### config.mk
export PLATFORM = sky130hd
export DESIGN_NAME = uart_rx_core
export DESIGN_NICKNAME = d
export VERILOG_FILES = /design/src/rtl/uart_rx_core.sv
export SDC_FILE = /design/constraint.sdc
export NUM_CORES = 1
export LEC_CHECK = 0
export CAP_MARGIN = 20
export CORE_ASPECT_RATIO = 0.75
export CORE_MARGIN = 1
export CORE_UTILIZATION = 50
export CTS_CLUSTER_DIAMETER = 30
export DETAILED_ROUTE_END_ITERATION = 8
export MAX_ROUTING_LAYER = met4
export PLACE_DENSITY = 0.71
export SETUP_SLACK_MARGIN = 0.2
export SLEW_MARGIN = 20
export SYNTH_ARGS = -nofsm -noshare
export SYNTH_HDL_FRONTEND = slang
export SYNTH_SLANG_ARGS = --single-unit
### constraint.sdc
create_clock -name clk -period 2.35 [get_ports clk]
set_clock_uncertainty 0.05 [all_clocks]
set_input_delay 0.235 -clock clk [delete_from_list [all_inputs] [get_ports clk]]
set_output_delay 0.235 -clock clk [all_outputs]
set_load 0.03 [all_outputs]
### src/rtl/uart_rx_core.sv
// Oversampling UART receiver with centre sampling, stop-bit checking and valid/ready hand-off.
// Optional even parity is enabled by defining UART_RX_PARITY_EN.
module uart_rx_core #(
    parameter int CLK_FREQ_HZ = 32_000_000,
    parameter int BAUD_RATE   = 9600,
    parameter int OVERSAMPLE  = 16,
    parameter int DATA_BITS   = 8
) (
    input  logic                 clk,
    input  logic                 rst,
    input  logic                 rx,
    output logic [DATA_BITS-1:0] data,
    output logic                 valid,
    input  logic                 ready,
    output logic                 frame_err,
    output logic                 parity_err,
    output logic                 overrun
);
    localparam int TICK_DIV = CLK_FREQ_HZ / (BAUD_RATE * OVERSAMPLE);
    localparam int TW       = (TICK_DIV > 1) ? $clog2(TICK_DIV) : 1;
    localparam int OW       = $clog2(OVERSAMPLE);
    localparam int BW       = $clog2(DATA_BITS);
    localparam logic [TW-1:0] TICK_MAX = TW'(TICK_DIV - 1);
    localparam logic [OW-1:0] OS_MAX   = OW'(OVERSAMPLE - 1);
    localparam logic [OW-1:0] OS_HALF  = OW'(OVERSAMPLE / 2 - 1);
    localparam logic [BW-1:0] BIT_LAST = BW'(DATA_BITS - 1);

    typedef enum logic [2:0] {S_IDLE, S_START, S_DATA, S_PARITY, S_STOP, S_BREAK} state_t;

    function automatic logic f_even_parity(input logic [DATA_BITS-1:0] d);
        return ^d;
    endfunction

    state_t                r_state;
    state_t                w_next;
    logic                  r_rx_meta, r_rx_s, r_rx_prev;
    logic [TW-1:0]         r_tick_cnt;
    logic [OW-1:0]         r_os_cnt;
    logic [BW-1:0]         r_bit_idx;
    logic [DATA_BITS-1:0]  r_shift;
    logic [DATA_BITS-1:0]  r_data;
    logic                  r_valid, r_frame_err, r_parity_err, r_overrun;
    logic                  w_tick, w_os_done, w_os_half;
    logic                  w_cnt_clr, w_shift_en, w_deliver, w_ferr, w_perr;
`ifdef UART_RX_PARITY_EN
    logic                  r_par_bad;
    logic                  w_par_sample;
`endif

    assign w_tick    = (r_state != S_IDLE) && (r_tick_cnt == TICK_MAX);
    assign w_os_done = w_tick && (r_os_cnt == OS_MAX);
    assign w_os_half = w_tick && (r_os_cnt == OS_HALF);

    // Two-stage synchroniser plus previous-sample register for falling-edge detection
    always_ff @(posedge clk or posedge rst) begin
        if (rst) begin
            r_rx_meta <= 1'b1;
            r_rx_s    <= 1'b1;
            r_rx_prev <= 1'b1;
        end else begin
            r_rx_meta <= rx;
            r_rx_s    <= r_rx_meta;
            r_rx_prev <= r_rx_s;
        end
    end

    // FSM state register
    always_ff @(posedge clk or posedge rst) begin
        if (rst) r_state <= S_IDLE;
        else     r_state <= w_next;
    end

    // Next-state and per-cycle control strobes
    always_comb begin
        w_next     = r_state;
        w_cnt_clr  = 1'b0;
        w_shift_en = 1'b0;
        w_deliver  = 1'b0;
        w_ferr     = 1'b0;
        w_perr     = 1'b0;
`ifdef UART_RX_PARITY_EN
        w_par_sample = 1'b0;
`endif
        case (r_state)
            S_IDLE: begin
                if (!r_rx_s && r_rx_prev) begin
                    w_next    = S_START;
                    w_cnt_clr = 1'b1;
                end else begin
                    w_next = S_IDLE;
                end
            end
            S_START: begin
                if (w_os_half) begin
                    w_cnt_clr = 1'b1;
                    w_next    = r_rx_s ? S_IDLE : S_DATA;
                end else begin
                    w_next = S_START;
                end
            end
            S_DATA: begin
                if (w_os_done) begin
                    w_shift_en = 1'b1;
`ifdef UART_RX_PARITY_EN
                    w_next = (r_bit_idx == BIT_LAST) ? S_PARITY : S_DATA;
`else
                    w_next = (r_bit_idx == BIT_LAST) ? S_STOP : S_DATA;
`endif
                end else begin
                    w_next = S_DATA;
                end
            end
`ifdef UART_RX_PARITY_EN
            S_PARITY: begin
                if (w_os_done) begin
                    w_par_sample = 1'b1;
                    w_next       = S_STOP;
                end else begin
                    w_next = S_PARITY;
                end
            end
`endif
            S_STOP: begin
                if (w_os_done) begin
                    if (!r_rx_s) begin
                        w_ferr = 1'b1;
                        w_next = S_BREAK;
`ifdef UART_RX_PARITY_EN
                    end else if (r_par_bad) begin
                        w_perr = 1'b1;
                        w_next = S_IDLE;
`endif
                    end else begin
                        w_deliver = 1'b1;
                        w_next    = S_IDLE;
                    end
                end else begin
                    w_next = S_STOP;
                end
            end
            S_BREAK: begin
                if (r_rx_s) w_next = S_IDLE;
                else        w_next = S_BREAK;
            end
            default: w_next = S_IDLE;
        endcase
    end

    // Baud tick divider, parked at zero while idle
    always_ff @(posedge clk or posedge rst) begin
        if (rst)                          r_tick_cnt <= '0;
        else if (r_state == S_IDLE)       r_tick_cnt <= '0;
        else if (r_tick_cnt == TICK_MAX)  r_tick_cnt <= '0;
        else                              r_tick_cnt <= r_tick_cnt + TW'(1);
    end

    // Oversample and bit-index counters
    always_ff @(posedge clk or posedge rst) begin
        if (rst) begin
            r_os_cnt  <= '0;
            r_bit_idx <= '0;
        end else if (w_cnt_clr) begin
            r_os_cnt  <= '0;
            r_bit_idx <= '0;
        end else if (w_tick) begin
            r_os_cnt  <= (r_os_cnt == OS_MAX) ? '0 : r_os_cnt + OW'(1);
            r_bit_idx <= w_shift_en ? r_bit_idx + BW'(1) : r_bit_idx;
        end else begin
            r_os_cnt  <= r_os_cnt;
            r_bit_idx <= r_bit_idx;
        end
    end

    // LSB-first shift register: each new bit enters at the top
    always_ff @(posedge clk or posedge rst) begin
        if (rst)             r_shift <= '0;
        else if (w_shift_en) r_shift <= {r_rx_s, r_shift[DATA_BITS-1:1]};
        else                 r_shift <= r_shift;
    end

`ifdef UART_RX_PARITY_EN
    // Latch parity mismatch so it is judged together with the stop bit
    always_ff @(posedge clk or posedge rst) begin
        if (rst)               r_par_bad <= 1'b0;
        else if (w_par_sample) r_par_bad <= r_rx_s ^ f_even_parity(r_shift);
        else                   r_par_bad <= r_par_bad;
    end
`endif

    // Output slot, handshake and error pulses; a same-cycle consume frees the slot for a new word
    always_ff @(posedge clk or posedge rst) begin
        if (rst) begin
            r_data       <= '0;
            r_valid      <= 1'b0;
            r_frame_err  <= 1'b0;
            r_parity_err <= 1'b0;
            r_overrun    <= 1'b0;
        end else begin
            r_frame_err  <= w_ferr;
            r_parity_err <= w_perr;
            r_overrun    <= w_deliver && r_valid && !ready;
            if (w_deliver && (!r_valid || ready)) begin
                r_data  <= r_shift;
                r_valid <= 1'b1;
            end else if (r_valid && ready) begin
                r_valid <= 1'b0;
            end else begin
                r_valid <= r_valid;
            end
        end
    end

    assign data       = r_data;
    assign valid      = r_valid;
    assign frame_err  = r_frame_err;
    assign parity_err = r_parity_err;
    assign overrun    = r_overrun;
endmodule

==> flow_summary.json, run 1 <==
{
  "fmax_mhz": 502,
  "synth_flop_cell": "dfrtp_1",
  "drive_gt1_share_pct": 16.7,
  "hold_viol": 0,
  "synth_top_family_by_area": "simple AND/OR/NAND/NOR gates",
  "drc_errors": 2,
  "crit_chain": "nor3b_2, nand3_1, nor4_4, mux2_2",
  "slowest_delay_ps": 490,
  "final_util_pct": 61.8,
  "cts_max_level": 2,
  "synth_top_area_share_pct": 52.1,
  "endpoint_kind": "flop",
  "finalNonFillerCells": 208,
  "whs_ps": 294,
  "tightest_slew_ps": 607,
  "cap_violations": 0,
  "synth_edf_count": 0,
  "vias": 1178,
  "yosysSeqAreaShare_pct": 56.5,
  "die_x_um": 70.8,
  "placed_cells": 200,
  "cp.arrival_ps": 2120,
  "power_switching_mw": 0.355,
  "synth_compound_area_share_pct": 4.30,
  "cts.sinks": 40,
  "grt_max_degree": 41,
  "r2r_cells": 4,
  "rsz0062_at_grt": "false",
  "dr.pass1.iters": 8,
  "grt_pass1_vias": 1152,
  "syn_nets": 158,
  "synth.area.mux_share_pct": 12.4,
  "synth.ff_latch_count": 40,
  "hold_buffers": 0,
  "track_usage_pct": 21.1,
  "synth_warnings": 0,
  "nNetsFinal": 175,
  "crit_slowest_cell": "dfrtp_1",
  "port_buffers": 14,
  "critPathRequiredTime_ps": 2480,
  "antenna_found_initial": 0,
  "fp.dieH_um": 53.6,
  "routed_via_density": 5.66,
  "yosys.cell_types.count": 37,
  "synth_area_per_cell_um2": 11.8,
  "synthTopCellsByArea": "dfrtp_1 52%, mux2_2 7.6%, dfstp_2 4.4%",
  "whs_path_depth": 1,
  "leakagePower_nw": 0.987,
  "clk_pin_slew_worst_paths_ps": 70,
  "cts_resized": 0,
  "p_seq_share_pct": 53.5,
  "final_antenna_net_count": 0,
  "overflow": 0,
  "place_congestion": 0.807,
  "core_mm2": 0.00333,
  "tns_ps": 0,
  "synthToLayoutAreaGrowth_pct": 16.0,
  "start_kind": "flop",
  "drv_slew": 0,
  "clkPwrFrac_pct": 37.3,
  "period_share_pct": 84.8,
  "synth-xor-area-share_pct": 3.94,
  "synth_top_area_cell": "dfrtp_1",
  "syn_inst": 150,
  "p_int_mw": 1.11,
  "violations": "DRC",
  "clock_latency_ps": 290,
  "slew_headroom_pct": 59.2,
  "status": "finished, violations left",
  "fin_crit_ps": 1990,
  "ys_async_sr_fraction_pct": 100,
  "combPwrFrac_pct": 9.1,
  "synth_fa_ha_area_share_pct": 2.82,
  "num_antenna_cells": 0,
  "io_pins": 16,
  "cts_tree": "yes",
  "wl_um": 3270,
  "clock-root-buffer": "clkbuf_8",
  "p_sw_share_pct": 24.2,
  "rows": 18,
  "yosys.area_share.simple_pct": 17.7,
  "wl_met2_um": 1480,
  "rrSetupSlack_ps": 360,
  "setup_violations": 0,
  "synthesis.area_mm2": 0.00178,
  "vdd_drop_max_uv": 455,
  "post_drt_wl_per_cell_um": 15.7,
  "top_layer": "met4",
  "met1_length_um": 1550,
  "dp_hpwl_um": 2320,
  "crit_fanout": 9,
  "drt_iter0_markers": 81,
  "wl_met3_um": 186,
  "crit_cells": 4,
  "path_buf_inv": 0,
  "max-clock-path-buffers": 2,
  "hold_class": "in -> reg",
  "initial_core_util_pct": 53.3,
  "post-cts-setup-buffer-count": 0,
  "die_area_mm2": 0.00380,
  "grt_pass1_wl_um": 5590,
  "powerDensity_mw_per_mm2": 711,
  "cts_inserted_buffers": 5,
  "dp_slack_ps": 354,
  "crit_type": "reg -> reg",
  "layout_setup_ws_ps": 357,
  "crit_family": "simple AND/OR/NAND/NOR gates"
}
-- worst paths after layout --
path | endpoint | startpoint
worst max-delay path | data[5] | r_state[2]
worst min-delay path | r_rx_meta | rx
worst max register to register | data[5] | r_state[2]
worst min register to register | r_rx_s | r_rx_meta
max in group asynchronous | r_rx_prev | rst
min in group asynchronous | overrun | rst
-- metrics by stage --
stage,instance area [um^2],power [mW]
finish,2060,1.47
detailed placement,1950,0.930
global placement,1950,0.915
floorplan,1780,0.888
CTS,2060,1.48
global route,2060,1.54
-- layout by cell type (no fill, tap or decap), drive strengths merged, types with 3 or more instances in the layout --
cell type      synthesis  final
mux2i                  4      4
nor3                   5      5
nand3                  7      7
xor2                   4      4
and3                   4      4
clkdlybuf4s50          0     14
dfstp                  3      3
nor2                  21     21
clkbuf                 3      6
o21ai                  3      3
ha                     4      4
dfrtp                 37     37
xnor2                  4      4
mux2                  16     16
nand2                  8      8
-- metal layers --
layer | GRT usage, % | vias up
met1 | 27.6 | 582
met5 | - | -
met3 | 6.37 | 5
met2 | 30.3 | 37
li1 | - | 554
met4 | 10.3 | 0
-- layout make-up --
cell class | count | area, um^2
tap | 40 | 50.0
inverter | 2 | 7.51
multi-input combinational | 102 | 736
fill | 280 | 1270
sequential | 40 | 1000
clock buffer | 6 | 72.6
clock inverter | 2 | 35.0
timing repair buffer | 16 | 155
-- sequential cells by signal, indices dropped and copies added (netlist names) --
signal,cells
frame_err,1
r_state,3
overrun,1
data,8
r_rx_meta,1
valid,1
r_tick_cnt,8
r_bit_idx,3
r_os_cnt,4
r_rx_prev,1
r_shift,8
r_rx_s,1
-- cells by family after synthesis --
family	after synthesis
and+or+nand+nor	58
DFF	40
muxes	20
AOI/OAI and AO/OA	11
xor gates and xnor gates	8
buffers and inverters	8
adders and majority gates	4
other	1
-- power groups by stage --
stage	sequential, mW	combinational, mW	clock [mW]
after floorplan	0.779	0.109	0
after global placement	0.793	0.122	0
after detailed placement	0.794	0.136	0
after CTS	0.783	0.135	0.564
after global routing	0.791	0.154	0.592
final	0.784	0.134	0.547
-- Yosys cell counts, drive strengths merged, types with 4 or more instances --
library cell   n
and3           4
dfrtp         37
ha             4
mux2          16
mux2i          4
nand2          8
nand3          7
nor2          21
nor3           5
xnor2          4
xor2           4
Note: power is estimated with default switching activity, not from simulation.
==> run 2, diff against run 1 <==
- PLACE_DENSITY: 0.71 -> 0.74
- clock period: 2.35 -> 1.7 ns (I/O delays scaled with it)
==> flow_summary.json, run 2 (same netlist as run 1, synthesis figures left out) <==
{
  "status": "finished clean",
  "grt_max_degree": 41,
  "wl_um": 3880,
  "drt_iter0_markers": 84,
  "met1_length_um": 1890,
  "fin_crit_ps": 1680,
  "layout_common_cells": "35 x dfrtp_1, 23 x buf_4, 18 x nor2_1, 16 x mux2_4, 10 x dlygate4sd2_1",
  "grt_pass1_vias": 1299,
  "drive_gt1_share_pct": 41.6,
  "crit_fanout": 12,
  "clock_latency_ps": 290,
  "slowest_delay_ps": 400,
  "clk_pin_slew_worst_paths_ps": 80,
  "hold_viol": 0,
  "wl_met3_um": 164,
  "leakagePower_nw": 1.21,
  "initial_core_util_pct": 53.3,
  "total_power_mw": 2.19,
  "cap_violations": 0,
  "start_kind": "flop",
  "drv_slew": 0,
  "vias": 1287,
  "critPathRequiredTime_ps": 1820,
  "final_util_pct": 73.2,
  "placed_cells": 215,
  "cts_inserted_buffers": 5,
  "path_buf_inv": 2,
  "grt_pass1_wl_um": 5950,
  "period_share_pct": 98.6,
  "max-clock-path-buffers": 2,
  "core_mm2": 0.00333,
  "crit_slowest_cell": "dfrtp_1",
  "top_layer": "met4",
  "tns_ps": 0,
  "num_antenna_cells": 0,
  "synthToLayoutAreaGrowth_pct": 37.3,
  "rsz0062_at_grt": "true",
  "fmax_mhz": 597,
  "nFillCells": 216,
  "port_buffers": 14,
  "dp_slack_ps": -78.1,
  "setup_violations": 0,
  "cts_tree": "yes",
  "crit_type": "reg -> reg",
  "wl_met2_um": 1810,
  "track_usage_pct": 21.5,
  "final_antenna_net_count": 0,
  "fp.dieH_um": 53.6,
  "antenna_found_initial": 0,
  "crit_chain": "buf_4, nor3b_1, nand4_1, buf_12, mux2_4",
  "vdd_drop_max_uv": 616,
  "clock-root-buffer": "clkbuf_8",
  "die_x_um": 70.8,
  "crit_family": "simple AND/OR/NAND/NOR gates",
  "whs_ps": 233,
  "dp_hpwl_um": 2430,
  "overflow": 0,
  "finalNonFillerCells": 230,
  "place_congestion": 0.913,
  "powerDensity_mw_per_mm2": 897,
  "endpoint_kind": "flop",
  "routed_via_density": 5.60,
  "hold_class": "in -> reg",
  "die_area_mm2": 0.00380,
  "hold_buffers": 0,
  "drc_errors": 0,
  "dpl_cell_area_mm2": 0.00211,
  "cts.sinks": 40,
  "dr.pass1.iters": 8,
  "final_common_cell": "dfrtp_1",
  "rows": 18,
  "layout_setup_ws_ps": 24.0,
  "cp.arrival_ps": 1800,
  "io_pins": 16,
  "final_area_mm2": 0.00244,
  "cts_max_level": 2,
  "nNetsFinal": 197,
  "post_drt_wl_per_cell_um": 16.9
}
==> run 2: cell count changes in the layout (fill, tap and decap cells not counted), sizes merged <==
cell,delta
dlymetal6s2s,+1
buf,+22
dlygate4sd2,+10
clkdlybuf4s50,-11
clkinvlp,+1
clkbuf,-1
==> run 2: final timing paths <==
path | end | from | depth (start not counted) | slack [ps]
min in group asynchronous | r_tick_cnt[1] | rst | 3 | 250
setup reg to reg | r_shift[7] | r_state[0] | 5 | 20
setup / recovery | r_shift[7] | r_state[0] | 5 | 20
hold reg to reg | r_rx_s | r_rx_meta | 0 | 310
hold / removal | r_rx_meta | rx | 1 | 230
max in group asynchronous | r_rx_prev | rst | 3 | 980
==> run 2: routing by layer <==
| metal | global-route usage, % | up-vias |
|---|---|---|
| met5 | - | - |
| met2 | 34.6 | 38 |
| met4 | 7.67 | 0 |
| met1 | 27.4 | 643 |
| li1 | - | 601 |
| met3 | 4.68 | 5 |
==> run 2: area by class of cell <==
| cell class | count | area [um^2] | share of cell area (%) |
|---|---|---|---|
| timing repair buffer | 38 | 323 | 13.2 |
| clock buffer | 5 | 68.8 | 2.82 |
| inverter | 2 | 7.51 | 0.308 |
| multi-input combinational | 102 | 941 | 38.6 |
| sequential | 40 | 1010 | 41.3 |
| tap | 40 | 50.0 | 2.05 |
| clock inverter | 3 | 42.5 | 1.74 |
==> run 2: where the power goes <==
group	switching [mW]	internal (mW)
Combinational	0.156	0.179
Clock	0.334	0.434
Sequential	0.0708	1.02
Total	0.561	1.63
==> run 2: timing repair <==
action	in CTS	in global routing
gates resized for setup	28	23
cloned	0	0
setup endpoints to repair	42	35
setup buffers	3	4
pin swaps	3	4
==> run 3, diff against run 2 <==
- CAP_MARGIN: 20 -> 15
==> results of run 3 <==
Final layout, timing and power as in run 2 (identical DEF).
